==> config.mk <==
export PLATFORM = sky130hd
export DESIGN_NAME = hilo_ctrl
export DESIGN_NICKNAME = d
export VERILOG_FILES = /design/src/rtl/hilo_ctrl.sv
export SDC_FILE = /design/constraint.sdc
export NUM_CORES = 1
export LEC_CHECK = 0
export ABC_AREA = 1
export BUFFER_PORTS_ARGS = -buffer_cell sky130_fd_sc_hd__buf_2
export CORE_MARGIN = 4
export CORE_UTILIZATION = 45
export DETAILED_ROUTE_END_ITERATION = 10
export PLACE_DENSITY = 0.75
export SLEW_MARGIN = 20
export SYNTH_ARGS = -nofsm -noshare
export SYNTH_HDL_FRONTEND = slang
export SYNTH_SLANG_ARGS = --single-unit
export TNS_END_PERCENT = 5
==> constraint.sdc <==
create_clock -name clk -period 1.56 [get_ports clk]
set_input_delay 0.312 -clock clk [delete_from_list [all_inputs] [get_ports clk]]
set_output_delay 0.312 -clock clk [all_outputs]
set_load 0.02 [all_outputs]
==> src/rtl/hilo_ctrl.sv <==
// hilo_ctrl: HI/LO register file and sequential-multiplier issue controller
// for the EX stage. Decodes MULT/MULTU/MFHI/MFLO/MTHI/MTLO, launches the
// multiplier with a one-cycle start pulse, stalls EX until the product
// returns, then commits {hi,lo}.
// Optional feature macro: HILO_TIMEOUT_EN (WAIT watchdog with sticky err).
module hilo_ctrl #(
  parameter int unsigned WIDTH   = 32,
  parameter int unsigned TIMEOUT = 200
) (
  input  logic               clk,
  input  logic               rst,
  input  logic               op_valid,
  input  logic [2:0]         op_code,
  input  logic [WIDTH-1:0]   rs_data,
  input  logic [WIDTH-1:0]   rt_data,
  output logic               stall,
  output logic [WIDTH-1:0]   rd_data,
  output logic               rd_valid,
  output logic               mul_start,
  output logic [WIDTH-1:0]   mul_a,
  output logic [WIDTH-1:0]   mul_b,
  output logic               mul_signed,
  input  logic               mul_done,
  input  logic [2*WIDTH-1:0] mul_product,
  output logic [WIDTH-1:0]   hi,
  output logic [WIDTH-1:0]   lo,
  output logic               err
);

  localparam int unsigned CNT_W = 8;

  typedef enum logic [1:0] {
    S_IDLE   = 2'd0,
    S_LAUNCH = 2'd1,
    S_WAIT   = 2'd2
  } state_t;

  state_t           r_state;
  state_t           w_state_nxt;
  logic             w_accept;
  logic             w_is_mul;
  logic             w_commit;
  logic             w_timeout;
  logic [WIDTH-1:0] r_hi;
  logic [WIDTH-1:0] r_lo;
  logic [WIDTH-1:0] r_mul_a;
  logic [WIDTH-1:0] r_mul_b;
  logic             r_mul_signed;
  logic [WIDTH-1:0] r_rd_data;
  logic             r_rd_valid;

  // Ops are only consumed in IDLE; stall is a pure decode of the state register.
  assign w_accept = op_valid && (r_state == S_IDLE);
  assign w_is_mul = w_accept && (op_code[2:1] == 2'b00);
  assign w_commit = (r_state == S_WAIT) && mul_done;

`ifdef HILO_TIMEOUT_EN
  logic [CNT_W-1:0] r_cnt;
  logic             r_err;

  assign w_timeout = (r_state == S_WAIT) && !mul_done &&
                     (r_cnt == CNT_W'(TIMEOUT - 1));

  // WAIT-cycle counter (cleared in LAUNCH) and sticky timeout flag.
  always_ff @(posedge clk) begin
    if (!rst) begin
      r_cnt <= '0;
      r_err <= 1'b0;
    end else begin
      if (r_state == S_LAUNCH)    r_cnt <= '0;
      else if (r_state == S_WAIT) r_cnt <= r_cnt + CNT_W'(1);
      if (w_timeout)              r_err <= 1'b1;
    end
  end

  assign err = r_err;
`else
  logic [31:0] w_unused_timeout;
  assign w_unused_timeout = 32'(TIMEOUT + CNT_W);
  assign w_timeout        = 1'b0;
  assign err              = 1'b0;
`endif

  // State register.
  always_ff @(posedge clk) begin
    if (!rst) r_state <= S_IDLE;
    else      r_state <= w_state_nxt;
  end

  // Next-state logic.
  always_comb begin
    w_state_nxt = r_state;
    case (r_state)
      S_IDLE:   if (w_is_mul) w_state_nxt = S_LAUNCH;
      S_LAUNCH: w_state_nxt = S_WAIT;
      S_WAIT:   if (mul_done || w_timeout) w_state_nxt = S_IDLE;
      default:  w_state_nxt = S_IDLE;
    endcase
  end

  // HI/LO, operand latches and MFHI/MFLO read port.
  always_ff @(posedge clk) begin
    if (!rst) begin
      r_hi         <= '0;
      r_lo         <= '0;
      r_mul_a      <= '0;
      r_mul_b      <= '0;
      r_mul_signed <= 1'b0;
      r_rd_data    <= '0;
      r_rd_valid   <= 1'b0;
    end else begin
      r_rd_valid <= 1'b0;
      if (w_accept) begin
        case (op_code)
          3'b000, 3'b001: begin
            r_mul_a      <= rs_data;
            r_mul_b      <= rt_data;
            r_mul_signed <= ~op_code[0];
          end
          3'b010: begin
            r_rd_data  <= r_hi;
            r_rd_valid <= 1'b1;
          end
          3'b011: begin
            r_rd_data  <= r_lo;
            r_rd_valid <= 1'b1;
          end
          3'b100:  r_hi <= rs_data;
          3'b101:  r_lo <= rs_data;
          default: ;
        endcase
      end
      if (w_commit) begin
        r_hi <= mul_product[2*WIDTH-1:WIDTH];
        r_lo <= mul_product[WIDTH-1:0];
      end
    end
  end

  assign stall      = (r_state != S_IDLE);
  assign mul_start  = (r_state == S_LAUNCH);
  assign mul_a      = r_mul_a;
  assign mul_b      = r_mul_b;
  assign mul_signed = r_mul_signed;
  assign rd_data    = r_rd_data;
  assign rd_valid   = r_rd_valid;
  assign hi         = r_hi;
  assign lo         = r_lo;

endmodule

# --- Word level (Yosys, flattened, before mapping) ---
# Cells that the tools add are included.
# W data, S select, Z words.
op_classes:
  eq_ne: 9
  muxes: 11
  bitwise_logic: 1
  reduce_logical: 19
op_table:
  columns: ["operator", "count"]
  rows:
  - ["$mux W32", 6]
  - ["$pmux W32 S2", 1]
  - ["$reduce_and A2 Y1", 6]
  - ["$reduce_bool A2 Y1", 5]
  - ["$eq A3 B2 Y1 const B", 2]
  - ["$eq A3 B3 Y1 const B", 2]
  - ["$pmux W2 S3", 1]
  - ["$logic_not A2 Y1", 2]
  - ["$mux W2", 2]
  - ["$ne A2 B2 Y1 const B", 2]
  - ["$reduce_or A2 Y1", 2]
  - ["$eq A3 B1 Y1 const B", 1]
  - ["$logic_and A1 B1 Y1", 3]
  - ["$logic_not A3 Y1", 1]
  - ["$eq A2 B1 Y1 const B", 1]
  - ["$eq A2 B2 Y1 const B", 1]
  - ["$mux W1", 1]
  - ["$not A1 Y1", 1]
totals:
  reg_bits: 164
  inputBits: 135
  output_inout_bits: 165

# --- Depth between registers and ports, before layout ---
depth:
  ltp_word: 5
  depth_mapped: 10
  ltp_nobuf: 7

# --- Least setup slack after synthesis ---
# No wires, ideal clock.
synth_path:
  path_kind: "reg2reg"
  startpoint: "register r_state[1]"
  endpoint: "register r_hi[14] (netlist: hi[14])"
  arrival_ns: 1.226
  required_ns: 1.447
  path_slack_ns: 0.221
  stages_incl_launch_ff: 10
  synth_period_minus_slack_ns: 1.339
  path_cell_list: "dfxtp_1 -> buf_6 -> nor2_4 -> nand2_2 -> nand2_4 -> nand2_2 -> buf_4 -> buf_6 -> nor2_1 -> nor2_1"
synth_via:
  elab_chain_cells: 4
  word_cells_on_any_way: 8
  classes_between: "eq/ne (1); mux (1); reduce/logical (6)"
synth_rtl:
  columns: ["element", "line", "source"]
  rows:
  - ["start: declaration", "38", "state_t r_state;"]
  - ["start signal: assignment", "87", "else r_state <= w_state_nxt;"]
  - ["$eq A2 B2 Y1 or $logic_not A2 Y1 (tied branches)", "55, 53", null]
  - ["$logic_and A1 B1 Y1, on equally long branches", "55, 53", null]
  - ["$reduce_bool A2 Y1 (no source line)", null, null]
  - ["$reduce_and A2 Y1 (no source line)", null, null]
  - ["end signal: assignment", "128", "3'b100: r_hi <= rs_data;"]
  - ["end signal: assignment", "134", "r_hi <= mul_product[2*WIDTH-1:WIDTH];"]
  - ["end: declaration", "44", "logic [WIDTH-1:0] r_hi;"]
# Parallel ways exist; a longest one is shown, timed or not.
# A chain may end at the register's enable or synchronous reset.

# --- Worst setup path after layout ---
layout_path:
  startpoint: "register r_state[1]"
  endpoint: "output mul_start"
layout_via:
  elab_chain_cells: 1
layout_rtl:
  columns: ["element", "line", "source"]
  rows:
  - ["$eq A2 B1 Y1", "141", "assign mul_start = (r_state == S_LAUNCH);"]
  - ["end: declaration", "19", "output logic mul_start,"]
# Every way passes these cells.

==> run_results.csv <==
group,metric,value,unit
hold_path,hp-start,"rt_data[25]",
clock_tree,cts_setup_buffers,0,
setup_path,critPathRequiredTime,1.25,ns
setup_path,reg2reg_setup_slack,0.12,ns
cells_and_area,nets,1520,
global_routing,grt_use_total,25.3,%
power_and_ir_drop,powerDensity,1050,nW/µm²
die,core-area,16600,µm²
logic_synthesis,synth-simple-area-share,34.1,%
global_routing,grt_pass1_vias,7480,
logic_synthesis,synth_compound_area_share,10.7,%
routing,vias_per_cell,5.02,
place,portBuffers,298,
power_and_ir_drop,p_switching,2.83,mW
cells_and_area,seqCellArea,3290,µm²
sta,fin_crit,1.50,ns
logic_synthesis,ys_types,21,
logic_synthesis,synth_top_family_by_area,"simple AND/OR/NAND/NOR gates",
setup_path,path_class,"flip-flop to output port",
routing,via_count,8135,
power_and_ir_drop,ir_drop,0.000754,V
sta,timing.fmax,668,MHz
routing,drtIter0Drc,635,
logic_synthesis,synthFlopType,"dfxtp_1",
setup_path,r2r-end,"hi[1]$_SDFFE_PN0P_",
logic_synthesis,synth_top_area_share,43.0,%
setup_path,crit_fanout,18,
sta,layout_setup_ws,0.0624,ns
die,die_area,19100,µm²
clock_tree,cts_buffers,17,
power_and_ir_drop,switching_share,27.1,%
power_and_ir_drop,p_total,10.5,mW
status,run_status,"complete, no violations",
logic_synthesis,yosys_warnings,0,
clock_tree,cts_buffer_depth,2,
logic_synthesis,synth_top_area_cell,"dfxtp_1",
clock_tree,clkLatencyLatePin,0.42,ns
routing,firstDrtPassIters,5,
routing,routed_wl,25400,µm
logic_synthesis,synth_area,7630,µm²
setup_path,critPathLaunch,"r_state[1]$_SDFFE_PN0P_",
hold_path,hp-class,"input port to flip-flop",
cells_and_area,drive_gt1_share,26.8,%
sta,slew_headroom,64.7,%
setup_path,endpoint,"mul_start",
sta,worst_pin_slew,0.530,ns
logic_synthesis,yosys_register_bits,164,
logic_synthesis,avgSynthCellArea,6.73,µm²
power_and_ir_drop,p_comb_share,13.4,%
logic_synthesis,synth_xor_area_share,0,%
die,std_cell_rows,47,
clock_tree,cts_tree,"done",
clock_tree,clock-sinks,164,
logic_synthesis,yosysMostFrequentCell,"nand2_1",
place,gp_congestion,0.942,
place,post-place-ws,0.115,ns
routing,wl_per_cell,15.7,µm
logic_synthesis,synthMuxAreaShare,0,%
logic_synthesis,syn_nets,1268,
die,start_util,46.0,%
cells_and_area,areaGrowthSynthToFinish,30.0,%
logic_synthesis,async_flop_share,0,%
logic_synthesis,ys_top_cells_by_count,"nand2_1 (322), dfxtp_1 (164), nor2_1 (130), inv_1 (117), nand4_1 (99)",
logic_synthesis,synthTopCellsByArea,"dfxtp_1 (43%), nand2_1 (16%), nand4_1 (8.1%), a21oi_1 (6.4%), nor2_1 (6.4%)",
sta,hold_violations,0,
setup_path,worst_setup_path_end_kind,"output port",
sta,finClkSkew,0.00940,ns
sta,min_period_over_period,96.0,%
die,ios,300,
die,dieWidth,138,µm
logic_synthesis,synth_seq_area_share,43.0,%
logic_synthesis,synthCells,1133,
setup_path,worstReg2RegStart,"r_state[0]$_SDFFE_PN0P_",
power_and_ir_drop,power_leakage,5.01,nW
sta,slew_violations,0,
setup_path,cp-start-kind,"flip-flop",
clock_tree,cts-root-buf,"clkbuf_16",
power_and_ir_drop,pwr-share-clk,44.2,%
clock_tree,htreeDepth,4,
global_routing,grt_pass1_wl,40000,µm
die,die_y,138,µm
cells_and_area,fillerInstances,1611,
power_and_ir_drop,pwr-share-seq,42.5,%
job,drv_cap,0,
logic_synthesis,synth-edff-count,0,
cells_and_area,multi_input_area,3430,µm²
routing,ant_nets,0,
routing,drc,0,
clock_tree,clk_pin_slew_worst_paths,0.07,ns
logic_synthesis,synth_fa_ha_area_share,0,%
setup_path,r2r_cells,7,
global_routing,gr-total-overflow,0,
place,hpwl,18200,µm
global_routing,grt_max_degree,65,
sta,rsz0062_at_grt,"yes",
setup_path,cp.arrival,1.19,ns
global_routing,antenna_found_initial,3,
power_and_ir_drop,internal-power,7.62,mW
sta,finalSetupViolations,0,
clock_tree,cts_hold_buf,0,
cell type report:
cell class / count / area share, %
repair buffers: 324 / 18.3
flip-flops and latches: 164 / 33.1
well taps: 220 / 2.77
inverters: 119 / 4.57
clock buffers: 19 / 4.57
clock inverters: 13 / 1.97
multi-input cells: 759 / 34.6
diodes: 2 / 0.0504
timing repair:
item | 4_1_cts | 5_1_grt
pin swaps | 0 | 1
gates cloned | 0 | 0
resized for setup | 8 | 4
endpoints found under the setup margin | 1 | 15
layout by cell type (no fill, tap or decap), types with 3 or more instances in the layout:
master | synthesis | final
nand2_1 | 322 | 322
buf_2 | 28 | 297
dfxtp_1 | 164 | 162
nor2_1 | 130 | 129
inv_1 | 117 | 114
nand4_1 | 99 | 99
a21oi_1 | 98 | 98
o21ai_0 | 63 | 63
nand3_1 | 37 | 35
clkbuf_16 | 0 | 17
buf_4 | 12 | 15
buf_12 | 0 | 9
bufinv_16 | 0 | 4
inv_6 | 0 | 3
nand2_2 | 3 | 3
inv_2 | 2 | 3
clkinv_4 | 0 | 3
power by group through the flow:
stage	sequential, mW	combinational, mW	clock, mW
floorplan	4.71	0.659	0
global placement	4.53	1.38	0
detailed placement	4.53	1.38	0
CTS	4.44	1.39	4.68
global route	4.45	1.54	4.87
finish	4.44	1.40	4.62
registers in the layout, summed over array words and instances, names as in the netlist:
register and count:
mul_a 32, mul_signed 1, lo 32, rd_valid 1, mul_b 32, r_state 2
hi 32, rd_data 32
metal layers:
layer / share of wire [%] / GRT usage [%]
met2: 46 / 39.7
met4: 1.6 / 7.44
met3: 7.2 / 6.01
met1: 45 / 34.8
met5: 0.051 / 0
through the flow:
step	cells	utilization, %	TNS (ns)	cell area [µm²]	hold slack (ns)
detailed placement	1587	55.7	0	9240	0.454
floorplan	1133	-	0	7630	0.475
CTS	1618	59.7	0	9900	0.139
global route	1620	59.8	-0.0101	9920	0.141
global placement	1587	55.7	0	9240	0.448
finish	1620	59.8	0	9920	0.152
worst max-delay path, stage by stage (launching register included):
cell and delay, ns:
dfxtp_4 0.37, buf_8 0.16, nor2_4 0.10, buf_6 0.13
how the worst min path moves through the flow:
stage,depth (start not counted),end
floorplan,2,mul_a[31]$_SDFFE_PN0P_
global placement,2,mul_b[0]$_SDFFE_PN0P_
detailed placement,2,mul_b[29]$_SDFFE_PN0P_
CTS,3,mul_b[25]$_SDFFE_PN0P_
global route,3,mul_b[25]$_SDFFE_PN0P_
finish,3,mul_b[25]$_SDFFE_PN0P_
cell families after synthesis:
logic type | after synthesis
other cells | 1
flops | 164
buf+inv | 210
compound gates | 162
simple gates | 596
No activity file was read; power rests on OpenSTA's default activity.
